===== src/rtl/segment_transition_ctrl.sv =====
// Segment swap controller: latches a segment-change request, commits it on its trigger
// (index wrap, system time, GPIO edge or immediate) and counts loops against a repeat limit.
module segment_transition_ctrl #(
  parameter int NUM_SEGMENT = 2,
  parameter int SEG_W       = (NUM_SEGMENT > 2) ? $clog2(NUM_SEGMENT) : 1,
  parameter int REP_W       = 16,
  parameter int TIME_W      = 64,
  parameter int GPIO_W      = 4
) (
  input  logic                         CLK,
  input  logic                         RST,
  input  logic                         REQ_VALID,
  input  logic [SEG_W-1:0]             REQ_SEGMENT,
  input  logic [7:0]                   REQ_MODE,
  input  logic [TIME_W-1:0]            REQ_VALUE,
  input  logic [NUM_SEGMENT*REP_W-1:0] REP,
  input  logic                         IDX_WRAP,
  input  logic [TIME_W-1:0]            SYS_TIME,
  input  logic [GPIO_W-1:0]            GPIO_IN,
  output logic [SEG_W-1:0]             SEGMENT,
  output logic                         SWAP,
  output logic                         STOP,
  output logic                         PENDING,
  output logic                         ERR
);

  localparam int GSEL_W = (GPIO_W > 1) ? $clog2(GPIO_W) : 1;

  typedef enum logic [1:0] {ST_RUN, ST_WAIT, ST_STOPPED} state_t;
  typedef enum logic [1:0] {M_SYNC_IDX, M_SYS_TIME, M_GPIO, M_IMMEDIATE} mode_t;

  state_t              state_q, state_d;
  mode_t               req_mode_q, req_mode_d;
  logic [SEG_W-1:0]    req_seg_q, req_seg_d;
  logic [TIME_W-1:0]   req_value_q, req_value_d;
  logic [SEG_W-1:0]    seg_q, seg_d;
  logic                swap_q, swap_d;
  logic                err_q, err_d;
  logic [REP_W-1:0]    cnt_q, cnt_d;
  logic [REP_W-1:0]    rep_q, rep_d;
  logic                exh_q, exh_d;
  logic [GPIO_W-1:0]   gpio_dly_q, gpio_dly_d;

  mode_t               in_mode;
  logic                in_mode_ok;
  logic                in_seg_ok;
  logic                accept;
  logic                trig;
  logic                commit;
  logic [GSEL_W-1:0]   gpio_sel;
  logic [GPIO_W-1:0]   gpio_rise;
  logic [REP_W-1:0]    rep_sel;

  // NOTE: every variable gets a default before any branch so no latch is inferred.
  always_comb begin
    in_mode    = M_IMMEDIATE;
    in_mode_ok = 1'b1;
    unique case (REQ_MODE)
      8'h00:   in_mode = M_SYNC_IDX;
      8'h01:   in_mode = M_SYS_TIME;
      8'h02:   in_mode = M_GPIO;
      8'hFF:   in_mode = M_IMMEDIATE;
      default: in_mode_ok = 1'b0;
    endcase
    in_seg_ok = (int'(REQ_SEGMENT) < NUM_SEGMENT);
    accept    = REQ_VALID && in_mode_ok && in_seg_ok;

    gpio_sel  = req_value_q[GSEL_W-1:0];
    gpio_rise = GPIO_IN & ~gpio_dly_q;
    rep_sel   = REP[int'(req_seg_q)*REP_W +: REP_W];

    trig = 1'b0;
    if (state_q == ST_WAIT) begin
      unique case (req_mode_q)
        M_SYNC_IDX:  trig = IDX_WRAP || exh_q;
        M_SYS_TIME:  trig = (SYS_TIME >= req_value_q);
        M_GPIO:      trig = (int'(gpio_sel) < GPIO_W) && gpio_rise[gpio_sel];
        M_IMMEDIATE: trig = 1'b1;
      endcase
    end
    // A fresh request in the trigger cycle supersedes the one that fired.
    commit = trig && !accept;

    state_d     = state_q;
    req_mode_d  = req_mode_q;
    req_seg_d   = req_seg_q;
    req_value_d = req_value_q;
    seg_d       = seg_q;
    swap_d      = 1'b0;
    err_d       = err_q;
    cnt_d       = cnt_q;
    rep_d       = rep_q;
    exh_d       = exh_q;
    gpio_dly_d  = GPIO_IN;

    if (REQ_VALID) err_d = !accept;

    if (accept) begin
      req_mode_d  = in_mode;
      req_seg_d   = REQ_SEGMENT;
      req_value_d = REQ_VALUE;
      state_d     = ST_WAIT;
    end else if (commit) begin
      seg_d   = req_seg_q;
      swap_d  = 1'b1;
      cnt_d   = '0;
      rep_d   = rep_sel;
      exh_d   = 1'b0;
      state_d = ST_RUN;
    end

    // The old segment keeps counting while a request waits; STOP only shows in RUN.
    if (!commit && IDX_WRAP && !exh_q) begin
      cnt_d = cnt_q + 1'b1;
      if ((rep_q != '1) && (cnt_q == rep_q)) begin
        exh_d = 1'b1;
        if (state_d == ST_RUN) state_d = ST_STOPPED;
      end
    end
  end

  // NOTE: sequential state uses non-blocking assignments so all flops update together.
  always_ff @(posedge CLK or posedge RST) begin
    if (RST) begin
      state_q     <= ST_RUN;
      req_mode_q  <= M_SYNC_IDX;
      req_seg_q   <= '0;
      req_value_q <= '0;
      seg_q       <= '0;
      swap_q      <= 1'b0;
      err_q       <= 1'b0;
      cnt_q       <= '0;
      rep_q       <= '1;
      exh_q       <= 1'b0;
      gpio_dly_q  <= '0;
    end else begin
      state_q     <= state_d;
      req_mode_q  <= req_mode_d;
      req_seg_q   <= req_seg_d;
      req_value_q <= req_value_d;
      seg_q       <= seg_d;
      swap_q      <= swap_d;
      err_q       <= err_d;
      cnt_q       <= cnt_d;
      rep_q       <= rep_d;
      exh_q       <= exh_d;
      gpio_dly_q  <= gpio_dly_d;
    end
  end

  assign SEGMENT = seg_q;
  assign SWAP    = swap_q;
  assign STOP    = (state_q == ST_STOPPED);
  assign PENDING = (state_q == ST_WAIT);
  assign ERR     = err_q;

endmodule


===== config.mk =====
export PLATFORM = sky130hd
export DESIGN_NAME = segment_transition_ctrl
export DESIGN_NICKNAME = d
export VERILOG_FILES = /design/src/rtl/segment_transition_ctrl.sv
export SDC_FILE = /design/constraint.sdc
export NUM_CORES = 1
export LEC_CHECK = 0
export CAP_MARGIN = 20
export CORE_ASPECT_RATIO = 0.8
export CORE_MARGIN = 2
export CORE_UTILIZATION = 35
export DETAILED_ROUTE_END_ITERATION = 16
export GPL_TIMING_DRIVEN = 0
export PLACE_DENSITY = 0.68
export SETUP_SLACK_MARGIN = 0.02
export SLEW_MARGIN = 20
export SYNTH_ARGS = -nofsm -noshare
export SYNTH_HDL_FRONTEND = slang
export SYNTH_SLANG_ARGS = --single-unit

===== constraint.sdc =====
create_clock -name CLK -period 3.67 [get_ports CLK]
set_input_delay 0.9175 -clock CLK [delete_from_list [all_inputs] [get_ports CLK]]
set_output_delay 0.9175 -clock CLK [all_outputs]
set_load 0.1 [all_outputs]

==> impl_summary.log, run 1 <==
[metrics] highest-count cells in the layout ignoring fill and taps: clkdlybuf4s50_1 (181), dfrtp_1 (93), nand2_1 (86)
[metrics] most used flip-flop cell after synthesis: dfrtp_1
[metrics] sequential element share of the synthesized area: 44.2%
[metrics] initial antenna violation count: 0
[metrics] logic depth of the worst register-to-register path: 10
[metrics] power density over cell area: 478 nW/um^2
[metrics] Setup WS post-layout: 0.183 ns
[metrics] Worst Path Class, Setup: in -> reg
[metrics] fillcell total: 1696
[metrics] worst hold path type: reg -> reg
[metrics] outcome: finished clean
[metrics] Total Wirelength: 16200 um
[metrics] flip-flop and latch area: 2750 um^2
[metrics] number of cell rows: 43
[metrics] Cell Chain, Critical Path: clkdlybuf4s50_1 > inv_1 > ha_1 > nand2b_1 > a2111oi_0 > a2bb2oi_1 > a311oi_1 > o21bai_1 > a31oi_4 > buf_6 > mux2_4
[metrics] top cells by area in the synthesized netlist: dfrtp_1 (37%), ha_1 (13%), dfstp_2 (6.8%), o21ai_0 (6.0%), nand2_1 (5.2%)
[metrics] Finished Core Util: 50.0%
[metrics] placed cells: 1044
[metrics] most common cell after layout, fill and taps aside: clkdlybuf4s50_1
[metrics] Final Instance Count excl. Fillers: 1061
[metrics] Reg clk slew, reported paths: 0.07 ns
[metrics] number of instances in the synthesized netlist: 635
[metrics] fraction of layout cells with a size suffix above 1: 10.4%
[metrics] largest net degree at the start of global routing: 33
[metrics] clock latency at the later pin of the worst-skew pair: 0.35 ns
[metrics] total half-perimeter wirelength after legalization and detailed placement: 12900 um
[metrics] number of enable flip-flop cells after synthesis: 0
[metrics] Antenna Nets Post-Route: 0
[metrics] remaining global-route overflow: 0
[metrics] worst endpoint data arrival time: 3.72 ns
[metrics] H-tree Lvls: 3
[metrics] startpoint type of the worst setup path: input port
[metrics] Max-Cap Viols: 0
[metrics] VDD IR-drop max: 0.254 mV
[metrics] post-synthesis async set-or-reset flop share: 100%
[metrics] setup repair after global routing missed its margin: no
[metrics] Max Fclk: 287 MHz
[metrics] length of the first detailed-routing pass in iterations: 4
[metrics] wire per inst: 15.2 um
[metrics] syn_nets: 877
[metrics] library cell contributing the largest single delay on the critical path: clkdlybuf4s50_1
[metrics] number of remaining DRC errors: 0
[metrics] dominant cell type by area after synthesis: dfrtp_1
[metrics] core box area: 17400 um^2
[metrics] flops & latches, synth: 109
[metrics] Placement Setup Slack: -0.404 ns
[metrics] WHS Path Cells: 2
[metrics] drt first-iter violations: 208
[metrics] final setup violation count: 0
[metrics] Vias per Instance: 4.74
[metrics] Area growth, synth to finish: 39.8%
[metrics] maximum buffer depth of the clock tree: 2
[metrics] Worst Max-Slew Pin Slew: 1.04 ns
[metrics] worst-path maximum fanout: 10
[metrics] category of the worst setup path capture point: register
[metrics] max-slew headroom at the worst pin: 30.4%
[metrics] Final period util: 95.0%
[metrics] Period minus WS final: 3.49 ns
[metrics] Netlist Area Pre-Place: 6210 um^2
[metrics] setup total negative slack: 0 ns
[metrics] Slew Viols, Final: 0
[metrics] routed vias: 5032
[metrics] antenna diode count: 0
[metrics] Buf/Inv on CP: 3
[metrics] clock tree root driver cell: clkbuf_16
[metrics] required time of the worst setup path: 3.90 ns
[metrics] Crit path depth: 11
[metrics] summed area of non-filler cells in the final layout: 8690 um^2
[metrics] # nets final: 1073
[metrics] number of CTS-inserted buffers: 9
[metrics] LEAKAGE: 3.86 nW
[metrics] first-pass GRT wire length: 26700 um
[metrics] die outline area: 18800 um^2
[metrics] CTS tree: yes
[metrics] critical path's largest stage delay: 0.48 ns
[metrics] cell type group with the largest total delay on the critical path: compound AO/OA/AOI/OAI gates
[metrics] Post-Place Cell Area: 8370 um^2
[metrics] footprint of the multi-input gates: 3110 um^2
[metrics] number of port buffers: 181
[metrics] Yosys cell types: 45
[metrics] global-route total usage across every layer: 17.9%
[metrics] Hold Vio Cnt, Final: 0
[metrics] Synth top area share: 37.5%
[metrics] starting utilization of the core area: 35.8%
[metrics] GPL Wtd Cong: 0.823
[metrics] top-level port count: 182
[metrics] total of warnings raised by yosys: 0
[metrics] height of the die: 123 um
[metrics] synthesized area divided by synthesized cell count: 9.78 um^2
[metrics] total of hold buffers inserted after clock tree synthesis: 0
[metrics] total clock sinks: 109
[metrics] via count of the first global-routing pass: 5193
[metrics] die span in x: 153 um
[metrics] Worst Clk Skew: 0.0114 ns
==> worst min-delay path: cells and delay by family, from the launching register on <==
kind / cells / cell delay [ns]
DFF: 1 / 0.35
and+or+nand+nor: 2 / 0.12
==> worst paths after layout <==
path	start	end	slack, ns
max	SYS_TIME[0]	SEGMENT	0.18
min	ERR	ERR	0.51
max reg2reg	req_value_q[30]	SEGMENT	0.82
min reg2reg	ERR	ERR	0.51
max in group asynchronous	RST	rep_q[5]	1.65
min in group asynchronous	RST	req_value_q[25]	0.97
==> kinds of logic after synthesis <==
kind of cell | count (synthesis) | share of synthesized area, %
simple gates | 180 | 13.6
compound gates | 124 | 11.8
flops | 109 | 44.2
buf+inv | 90 | 5.86
fa+ha+maj | 65 | 13.1
mux | 36 | 7.11
xor+xnor | 31 | 4.37
==> cell type report <==
| class | count | area share [%] |
|---|---|---|
| Tap cell | 225 | 3.24 |
| Sequential cell | 109 | 31.6 |
| Clock buffer | 13 | 3.00 |
| Clock inverter | 3 | 0.504 |
| Inverter | 70 | 3.07 |
| Timing Repair Buffer | 185 | 21.6 |
| Buffer | 20 | 1.17 |
| Multi-Input combinational cell | 436 | 35.8 |
==> layer usage <==
metal	vias up	share of wire (%)	global-route usage, %
li1	2571	-	-
met3	14	5.5	4.84
met1	2332	51	25.3
met2	115	42	27.6
met4	0	1.1	4.34
met5	-	0	0
==> report_power, final <==
part	internal, mW	leakage, nW	switching [mW]
sequential	1.56	1.22	0.192
combinational	0.715	2.49	0.681
clock	0.568	0.150	0.433
total	2.85	3.86	1.31
==> what timing repair did <==
item | 4_1_cts | 5_1_grt
setup buffers | 1 | 0
setup endpoints to repair | 10 | 0
resized for setup | 1 | 0
==> flip-flops by register name, indices dropped and copies added (netlist names), 2 cells and up <==
name and flops:
req_value_q 64, cnt_q 16, rep_q 16, gpio_dly_q 4
req_mode_q 2, state_q 2
==> stage by stage <==
stage	total power [mW]	hold WS (ns)
after detailed placement	3.18	0.494
after floorplan	2.68	0.480
final	4.15	0.511
after global routing	4.46	0.533
after global placement	3.13	0.490
after CTS	4.21	0.516
==> synthesized netlist by cell type, drive strengths merged, types with 5 or more instances <==
cell	count
mux2	35
buf	9
nand2	86
a21oi	23
xor2	14
dfstp	16
xnor2	17
dfrtp	93
o21ai	75
nor3	6
nand4	20
nor2	32
inv	70
clkbuf	11
and4	6
o211ai	5
nand3	16
ha	65
(Power assumes the default switching activity.)
==> run 2: changes to the inputs <==
--- a/config.mk
+++ b/config.mk
@@ -12,7 +12,7 @@
 export DETAILED_ROUTE_END_ITERATION = 16
 export GPL_TIMING_DRIVEN = 0
 export PLACE_DENSITY = 0.68
-export SETUP_SLACK_MARGIN = 0.02
+export SETUP_SLACK_MARGIN = 0.4
 export SLEW_MARGIN = 20
 export SYNTH_ARGS = -nofsm -noshare
 export SYNTH_HDL_FRONTEND = slang
==> run 2 against run 1 <==
Largest cell class unchanged. Hold slack is essentially flat. Setup slack gained 0.27 ns. Fmax grew 8.5%. Register-to-register slack gained 0.22 ns. Clock power is essentially flat. Critical path depth is the same. Via count grew 1.7%. Critical path type unchanged. Sequential cell count is the same.
==> impl_summary.log, run 2 (synthesis gave the netlist of run 1 again) <==
[metrics] top-level port count: 182
[metrics] routed vias: 5118
[metrics] total half-perimeter wirelength after legalization and detailed placement: 12900 um
[metrics] Worst Max-Slew Pin Slew: 1.03 ns
[metrics] maximum buffer depth of the clock tree: 2
[metrics] Antenna Nets Post-Route: 0
[metrics] clock latency at the later pin of the worst-skew pair: 0.35 ns
[metrics] die span in x: 153 um
[metrics] remaining global-route overflow: 0
[metrics] most common cell after layout, fill and taps aside: clkdlybuf4s50_1
[metrics] Worst Path Class, Setup: in -> reg
[metrics] category of the worst setup path capture point: register
[metrics] setup repair after global routing missed its margin: no
[metrics] critical path's largest stage delay: 0.41 ns
[metrics] overall power after layout: 4.26 mW
[metrics] worst-path maximum fanout: 5
[metrics] startpoint type of the worst setup path: input port
[metrics] LEAKAGE: 4.05 nW
[metrics] WHS Path Cells: 2
[metrics] fraction of layout cells with a size suffix above 1: 13.6%
[metrics] Reg clk slew, reported paths: 0.07 ns
[metrics] hold slack final: 0.511 ns
[metrics] global-route total usage across every layer: 18.1%
[metrics] largest registers in the final layout: req_value_q (64), cnt_q (16), rep_q (16)
[metrics] total clock sinks: 109
[metrics] largest net degree at the start of global routing: 33
[metrics] flip-flop count of the largest register, all copies and words added: 64
[metrics] initial antenna violation count: 0
[metrics] Buf/Inv on CP: 3
[metrics] Hold Vio Cnt, Final: 0
[metrics] cell type group with the largest total delay on the critical path: compound AO/OA/AOI/OAI gates
[metrics] number of cell rows: 43
[metrics] outcome: finished clean
[metrics] core box area: 17400 um^2
[metrics] Final period util: 87.6%
[metrics] power density over cell area: 472 nW/um^2
[metrics] Slew Viols, Final: 0
[metrics] Total Wirelength: 16600 um
[metrics] # nets final: 1080
[metrics] wire per inst: 15.5 um
[metrics] die outline area: 18800 um^2
[metrics] number of CTS-inserted buffers: 9
[metrics] register containing the most flip-flops in the final layout: req_value_q
[metrics] max-slew headroom at the worst pin: 31.2%
[metrics] H-tree Lvls: 3
[metrics] number of port buffers: 181
[metrics] antenna diode count: 0
[metrics] worst hold path type: reg -> reg
[metrics] Max Fclk: 311 MHz
[metrics] VDD IR-drop max: 0.254 mV
[metrics] Vias per Instance: 4.79
[metrics] Cell Chain, Critical Path: clkdlybuf4s50_1 > ha_1 > nand4_1 > nor3_4 > nand2_2 > a311oi_4 > o21bai_2 > a31oi_4 > buf_6 > buf_8 > mux2_4
[metrics] drt first-iter violations: 221
[metrics] GPL Wtd Cong: 0.823
[metrics] worst endpoint data arrival time: 3.45 ns
[metrics] CTS tree: yes
[metrics] clock tree root driver cell: clkbuf_16
[metrics] Area growth, synth to finish: 45.1%
[metrics] logic depth of the worst register-to-register path: 11
[metrics] number of remaining DRC errors: 0
[metrics] Worst Clk Skew: 0.0119 ns
[metrics] final setup violation count: 0
[metrics] start point of the critical path: SYS_TIME[24]
[metrics] Max-Cap Viols: 0
[metrics] Hold Startpoint: ERR
[metrics] height of the die: 123 um
[metrics] library cell contributing the largest single delay on the critical path: clkdlybuf4s50_1
[metrics] Crit path depth: 11
[metrics] highest-count cells in the layout ignoring fill and taps: clkdlybuf4s50_1 (168), dfrtp_1 (93), nand2_1 (85)
[metrics] launch point of the worst reg-to-reg path: req_value_q[26]
[metrics] fillcell total: 1665
[metrics] first-pass GRT wire length: 26900 um
[metrics] via count of the first global-routing pass: 5240
[metrics] Period minus WS final: 3.21 ns
[metrics] length of the first detailed-routing pass in iterations: 4
[metrics] starting utilization of the core area: 35.8%
[metrics] required time of the worst setup path: 3.90 ns
## run 2: changes by cell type in the layout (fill, tap and decap cells not counted), sizes merged
cell and delta:
dlygate4sd2 +1, dlymetal6s2s +12, clkdlybuf4s50 -13, buf +7
## run 2: tightest hold or removal path: stages, from the launching register on
cell	delay, ns
dfrtp_1	0.35
nor2_1	0.04
nor2_1	0.08
## run 2: cell type report
class,count,area [um^2],share of cell area (%)
multi-input combinational,436,3330,36.9
clock inverter,3,43.8,0.486
clock buffer,13,260,2.89
timing repair buffer,192,1980,22.0
buffer,20,106,1.18
sequential,109,2750,30.5
tap,225,282,3.12
inverter,70,267,2.96
## run 2: what timing repair did
| action | CTS | global route |
|---|---|---|
| pin swaps | 6 | 25 |
| gates cloned | 1 | 0 |
| resized for setup | 13 | 32 |
| setup endpoints to repair | 36 | 30 |
| hold buffers | 0 | 0 |
| setup buffers | 3 | 4 |
## run 2: path summary, 6_finish.rpt
check	endpoint	slack (ns)
setup / recovery	SEGMENT	0.46
hold / removal	ERR	0.51
setup reg to reg	SEGMENT	1.04
hold reg to reg	ERR	0.51
max in group asynchronous	rep_q[5]	1.64
min in group asynchronous	req_value_q[25]	0.98
## run 2: stage by stage
| step | area [um^2] | setup TNS [ns] | setup slack, ns | instances | utilization, % |
|---|---|---|---|---|---|
| after floorplan | 6220 | 0 | 0.624 | 635 | - |
| after global placement | 8310 | -9.24 | -0.389 | 1041 | 47.8 |
| after detailed placement | 8370 | -9.84 | -0.404 | 1044 | 48.2 |
| after CTS | 8800 | 0 | 0.369 | 1064 | 50.6 |
| after global routing | 9020 | 0 | 0.370 | 1068 | 51.9 |
| final | 9020 | 0 | 0.456 | 1068 | 51.9 |
## run 2: where the power goes
part / internal (mW) / switching (mW)
clock: 0.568 / 0.432
sequential: 1.56 / 0.191
combinational: 0.773 / 0.730
total: 2.90 / 1.35
## run 2: per-layer routing
layer / wire length, um / part of all wire, % / vias up / global-route usage [%]
met5: 0 / 0 / - / 0
met2: 7160 / 43 / 128 / 27.8
met3: 998 / 6.0 / 12 / 4.84
met4: 164 / 0.99 / 0 / 4.34
met1: 8260 / 50 / 2387 / 25.5
li1: - / - / 2591 / -
